## config.mk

```make
export PLATFORM = sky130hd
export DESIGN_NAME = scr1_ahb_mstr_bridge
export DESIGN_NICKNAME = d
export VERILOG_FILES = /design/src/rtl/scr1_ahb_mstr_pkg.sv /design/src/rtl/scr1_ahb_mstr_stage.sv /design/src/rtl/scr1_ahb_mstr_bridge.sv
export SDC_FILE = /design/constraint.sdc
export NUM_CORES = 1
export LEC_CHECK = 0
export CAP_MARGIN = 25
export CORE_MARGIN = 2
export CORE_UTILIZATION = 45
export DETAILED_ROUTE_END_ITERATION = 16
export PLACE_DENSITY = 0.92
export SLEW_MARGIN = 20
export SYNTH_ARGS = -nofsm -noshare
export SYNTH_HDL_FRONTEND = slang
export SYNTH_SLANG_ARGS = --single-unit
```

## constraint.sdc

```tcl
create_clock -name clk -period 2.2 [get_ports clk]
set_input_delay 0.44 -clock clk [delete_from_list [all_inputs] [get_ports clk]]
set_output_delay 0.44 -clock clk [all_outputs]
set_load 0.03 [all_outputs]
```

## src/rtl/scr1_ahb_mstr_pkg.sv

```systemverilog
// Shared definitions for the SCR1 AHB-Lite master bridge: AHB encodings and the pipeline stage payload.
package scr1_ahb_mstr_pkg;

  localparam int unsigned SCR1_AHB_WIDTH = 32;
  localparam int unsigned SCR1_AHB_MSTR_ERR_CNT_W = 16;

  localparam logic [1:0] SCR1_HTRANS_IDLE   = 2'b00;
  localparam logic [1:0] SCR1_HTRANS_NONSEQ = 2'b10;

  localparam logic [2:0] SCR1_HSIZE_8B  = 3'b000;
  localparam logic [2:0] SCR1_HSIZE_16B = 3'b001;
  localparam logic [2:0] SCR1_HSIZE_32B = 3'b010;

  localparam logic [2:0] SCR1_HBURST_SINGLE = 3'b000;

  typedef struct packed {
    logic                      vld;
    logic                      cmd;
    logic [1:0]                width;
    logic [SCR1_AHB_WIDTH-1:0] addr;
    logic [SCR1_AHB_WIDTH-1:0] wdata;
  } scr1_ahb_mstr_stage_t;

  // Reset payload leaves HSIZE at word so the idle bus shows 3'b010
  localparam scr1_ahb_mstr_stage_t SCR1_AHB_MSTR_STAGE_RST = '{
    vld:   1'b0,
    cmd:   1'b0,
    width: SCR1_HSIZE_32B[1:0],
    addr:  '0,
    wdata: '0
  };

endpackage : scr1_ahb_mstr_pkg

```

## src/rtl/scr1_ahb_mstr_stage.sv

```systemverilog
// Loadable pipeline register with valid flag; load wins over clear.
module scr1_ahb_mstr_stage
  import scr1_ahb_mstr_pkg::*;
(
  input  logic                 clk,
  input  logic                 rst_n,
  input  logic                 ld,
  input  logic                 clr,
  input  scr1_ahb_mstr_stage_t d,
  output scr1_ahb_mstr_stage_t q
);

  always_ff @(posedge clk or negedge rst_n) begin
    if (!rst_n) begin
      q <= SCR1_AHB_MSTR_STAGE_RST;
    end else if (ld) begin
      q <= d;
    end else if (clr) begin
      q.vld <= 1'b0;
    end
  end

endmodule : scr1_ahb_mstr_stage

```

## src/rtl/scr1_ahb_mstr_bridge.sv

```systemverilog
// Two-stage (address/data phase) AHB-Lite master bridge for a simple req/resp requester.
// Optional error counter output err_cnt is built when SCR1_AHB_MSTR_ERR_CNT_EN is defined.
module scr1_ahb_mstr_bridge
  import scr1_ahb_mstr_pkg::*;
#(
  parameter logic [3:0] SCR1_AHB_MSTR_HPROT = 4'b0011
) (
  input  logic                               clk,
  input  logic                               rst_n,
  input  logic                               req,
  output logic                               req_ack,
  input  logic                               req_cmd,
  input  logic [1:0]                         req_width,
  input  logic [SCR1_AHB_WIDTH-1:0]          req_addr,
  input  logic [SCR1_AHB_WIDTH-1:0]          req_wdata,
  output logic                               resp,
  output logic                               resp_err,
  output logic [SCR1_AHB_WIDTH-1:0]          resp_rdata,
`ifdef SCR1_AHB_MSTR_ERR_CNT_EN
  output logic [SCR1_AHB_MSTR_ERR_CNT_W-1:0] err_cnt,
`endif
  output logic [3:0]                         hprot,
  output logic [2:0]                         hburst,
  output logic [2:0]                         hsize,
  output logic [1:0]                         htrans,
  output logic                               hmastlock,
  output logic [SCR1_AHB_WIDTH-1:0]          haddr,
  output logic                               hwrite,
  output logic [SCR1_AHB_WIDTH-1:0]          hwdata,
  input  logic                               hready,
  input  logic [SCR1_AHB_WIDTH-1:0]          hrdata,
  input  logic                               hresp
);

  scr1_ahb_mstr_stage_t addr_d;
  scr1_ahb_mstr_stage_t addr_q;
  scr1_ahb_mstr_stage_t data_q;
  logic                 addr_adv;
  logic                 data_done;
  logic                 data_unused;

  // Address phase advances and data phase completes on the same hready
  assign addr_adv  = addr_q.vld & hready;
  assign data_done = data_q.vld & hready;
  assign req_ack   = rst_n & req & (~addr_q.vld | hready);

  assign addr_d = '{
    vld:   1'b1,
    cmd:   req_cmd,
    width: req_width,
    addr:  req_addr,
    wdata: req_wdata
  };

  scr1_ahb_mstr_stage u_addr_stage (
    .clk   (clk),
    .rst_n (rst_n),
    .ld    (req_ack),
    .clr   (addr_adv),
    .d     (addr_d),
    .q     (addr_q)
  );

  scr1_ahb_mstr_stage u_data_stage (
    .clk   (clk),
    .rst_n (rst_n),
    .ld    (addr_adv),
    .clr   (data_done),
    .d     (addr_q),
    .q     (data_q)
  );

  // The data stage only needs cmd and wdata; address and width ride along unused
  assign data_unused = ^{data_q.width, data_q.addr};

  assign htrans    = addr_q.vld ? SCR1_HTRANS_NONSEQ : SCR1_HTRANS_IDLE;
  assign haddr     = addr_q.addr;
  assign hwrite    = addr_q.cmd;
  assign hsize     = {1'b0, addr_q.width};
  assign hwdata    = data_q.wdata;
  assign hburst    = SCR1_HBURST_SINGLE;
  assign hmastlock = 1'b0;
  assign hprot     = SCR1_AHB_MSTR_HPROT;

  assign resp       = rst_n & data_done;
  assign resp_err   = resp & hresp;
  assign resp_rdata = (resp & ~data_q.cmd) ? hrdata : '0;

`ifdef SCR1_AHB_MSTR_ERR_CNT_EN
  logic [SCR1_AHB_MSTR_ERR_CNT_W-1:0] err_cnt_q;

  // Saturating count of error responses
  always_ff @(posedge clk or negedge rst_n) begin
    if (!rst_n) begin
      err_cnt_q <= '0;
    end else if (resp_err && (err_cnt_q != {SCR1_AHB_MSTR_ERR_CNT_W{1'b1}})) begin
      err_cnt_q <= err_cnt_q + SCR1_AHB_MSTR_ERR_CNT_W'(1);
    end
  end

  assign err_cnt = err_cnt_q;
`endif

endmodule : scr1_ahb_mstr_bridge

```

==> results.py <==
metrics = {
    "outcome": {
        "outcome": "finished clean",
    },
    "power_and_ir_drop": {
        "power_frac_seq_pct": 42.1,
        "p_int_mw": 4.041,
        "swShare_pct": 32.88,
        "clkPwrFrac_pct": 21.1,
        "vdd_drop_max_v": 0.0006134,
        "finalPower_mw": 6.021,
        "p_leak_nw": 2.884,
        "powerDensity_nw_per_um2": 897.9,
        "power_frac_comb_pct": 36.9,
        "switching_power_mw": 1.980,
    },
    "yosys": {
        "synth_area_um2": 4614,
        "ys_seq_elements": 102,
        "synth.distinct_cells": 18,
        "seq_area_frac_synth_pct": 55.34,
        "ys_warn_count": 0,
        "synth_cells": 338,
        "synth.avg_cell_area_um2": 13.65,
    },
    "place": {
        "portBuffers": 206,
        "gp_congestion": 0.7621,
        "post-place-ws_ns": 0.04318,
        "dpl_cell_area_um2": 6447,
        "hpwl_um": 8555,
    },
    "hold_path": {
        "hold_class": "primary input to async pin",
    },
    "finish": {
        "fillers": 674,
        "num-nets-final": 594,
        "regArea_um2": 2554,
        "diodes": 0,
        "drive_gt1_share_pct": 31.72,
        "area_delta_synth_final_pct": 45.31,
        "design_area_um2": 6705,
        "final_core_util_pct": 67.97,
        "multiInputGateArea_um2": 1440,
    },
    "setup_path": {
        "r2r_end": "u_addr_stage.q[11]",
        "endpoint_kind": "primary output",
        "rrSetupSlack_ns": 0.72,
        "critPathKind": "flop to primary output",
        "path_max_fanout": 5,
        "crit_path_end": "resp_rdata[7]",
        "worstReg2RegStart": "u_addr_stage.q[67]",
        "startpoint_type": "flop",
        "cp.required_ns": 1.76,
        "cp.arrival_ns": 1.65,
        "r2r_cells": 4,
        "startpoint": "u_data_stage.q[66]",
    },
    "timing": {
        "finalSetupViolations": 0,
        "post-route-min-period_ns": 2.085,
        "period_share_pct": 94.78,
        "slew_headroom_pct": 55.79,
        "rsz0062_at_grt": "no",
        "max_clock_freq_ghz": 0.4796,
        "setup_tns_ns": 0,
        "hold_violations": 0,
        "worst_pin_slew_ns": 0.6631,
        "slew_viol_final": 0,
        "clock_skew_ns": 0.009096,
        "finalWorstSetupSlack_ns": 0.1148,
    },
    "clock_tree": {
        "cts_tree": "done",
        "ctsHoldBuffers": 0,
        "cts_root_buf": "clkbuf_8",
        "cts.path.max_buffers": 2,
        "cts_max_level": 3,
        "clk_pin_slew_ns": 0.09,
        "cts_buffers": 9,
        "cts.sinks": 102,
        "clkLatencyLatePin_ns": 0.35,
    },
    "route": {
        "finalWirelength_um": 11180,
        "drt-initial-drc-count": 103,
        "ant_nets": 0,
        "routedWlPerCell_um": 17.81,
        "firstDrtPassIters": 4,
        "via_per_inst": 4.693,
        "num_vias": 2947,
        "drc": 0,
    },
    "global_routing": {
        "overflow": 0,
        "grt_max_degree": 55,
        "grt_usage_pct": 20.21,
        "grt_pass1_wl_um": 17310,
        "antenna_found_initial": 0,
        "grt_pass1_vias": 3235,
    },
    "floorplanning": {
        "die_area_um2": 11080,
        "pin_count": 217,
        "core_um2": 9864,
        "fp.dieH_um": 105.3,
        "die_width_um": 105.3,
        "start_util_pct": 46.78,
        "placementRows": 36,
    },
    "run": {
        "maxCapViolCount": 0,
    },
}
## per-stage QoR
stage / instances / hold slack [ns]
3_5_place_dp: 609 / 0.4725
2_1_floorplan: 346 / 0.1444
6_report: 628 / 0.1296
5_1_grt: 628 / 0.1383
4_1_cts: 625 / 0.1098
3_3_place_gp: 609 / 0.4630
## synth_stat cells (all sizes together)
| master | number | area share, % |
|---|---|---|
| nor2 | 1 | 0.081 |
| a21oi | 1 | 0.19 |
| clkbuf | 3 | 0.24 |
| inv | 3 | 0.24 |
| nor3 | 1 | 0.11 |
| conb | 2 | 0.16 |
| dfstp | 1 | 0.57 |
| and3b | 1 | 0.19 |
| o21ai | 2 | 0.22 |
| and2 | 32 | 4.3 |
| dfrtp | 101 | 55 |
| mux2 | 100 | 24 |
| nand2 | 3 | 0.24 |
| buf | 87 | 14 |
## worst max-delay path, cell delays in order (launching register included)
cell and delay (ns):
dfrtp_1 0.45, nor3_4 0.27, buf_4 0.17, buf_6 0.10, and2_1 0.15, buf_4 0.16
## cells in the final DEF (no fill, tap or decap)
cell type | Yosys | final
a21oi_4 | 0 | 1
and2_1 | 32 | 30
and2_4 | 0 | 2
and3b_1 | 1 | 1
buf_12 | 0 | 17
buf_2 | 3 | 1
buf_4 | 81 | 33
buf_6 | 3 | 2
bufinv_16 | 0 | 2
clkbuf_1 | 3 | 1
clkbuf_8 | 0 | 9
clkdlybuf4s50_1 | 0 | 169
clkinv_2 | 0 | 2
clkinv_4 | 0 | 1
clkinvlp_4 | 0 | 1
conb_1 | 2 | 10
dfrtp_1 | 101 | 101
dfstp_2 | 1 | 1
dlymetal6s2s_1 | 0 | 1
inv_1 | 2 | 2
inv_2 | 1 | 1
mux2_1 | 19 | 19
mux2_2 | 81 | 81
nand2_1 | 3 | 1
nand2_2 | 0 | 2
nor2_1 | 1 | 1
nor3_4 | 0 | 1
o21ai_0 | 2 | 2
## metal layers
layer | up-vias | global-route usage [%] | routed length (µm)
li1 | 1334 | - | -
met1 | 1465 | 22.39 | 4107
met2 | 127 | 37.00 | 6028
met3 | 21 | 4.329 | 756
met4 | 0 | 8.857 | 291
met5 | - | 0 | 0
## power by group through the flow
stage	clock network [mW]	registers [mW]	logic (mW)
global placement	0	2.54	2.18
detailed placement	0	2.58	2.22
CTS	1.30	2.54	2.23
finish	1.27	2.53	2.22
floorplan	0	2.50	1.67
global route	1.37	2.59	2.33
## cells by family (layout without fill, tap and decap cells)
kind of cell / after synthesis / after routing / synth area share (%)
AO/OA/AOI/OAI: 3 / 3 / 0.4068
buffers and inverters: 93 / 242 / 14.72
flip-flops: 102 / 102 / 55.34
multiplexers: 100 / 100 / 24.40
other: 2 / 10 / 0.1628
AND/OR/NAND/NOR: 38 / 38 / 4.962
## sequential cells by signal (all words and copies together) (netlist names)
signal	flops
u_data_stage.q	34
u_addr_stage.q	68
## worst min-delay path by stage
| stage | end | start | cells after the start |
|---|---|---|---|
| 2_1_floorplan | u_addr_stage.q[0] | rst_n | 0 |
| 3_3_place_gp | u_addr_stage.q[12] | u_addr_stage.q[12] | 1 |
| 3_5_place_dp | u_addr_stage.q[12] | u_addr_stage.q[12] | 1 |
| 4_1_cts | u_addr_stage.q[46] | rst_n | 2 |
| 5_1_grt | u_addr_stage.q[1] | rst_n | 2 |
| 6_report | u_addr_stage.q[46] | rst_n | 2 |
## timing repair
item	4_1_cts	5_1_grt
setup buffers	0	1
gates resized for setup	0	8
setup endpoints to repair	0	17
## layout make-up
class	count	area share [%]
clock buffer	10	1.903
clock inverter	6	1.288
inverter	3	0.1679
multi-input combinational	151	21.48
sequential	102	38.09
tap	133	2.482
timing repair buffer	223	34.60
Power figures use the tool's default switching activity.
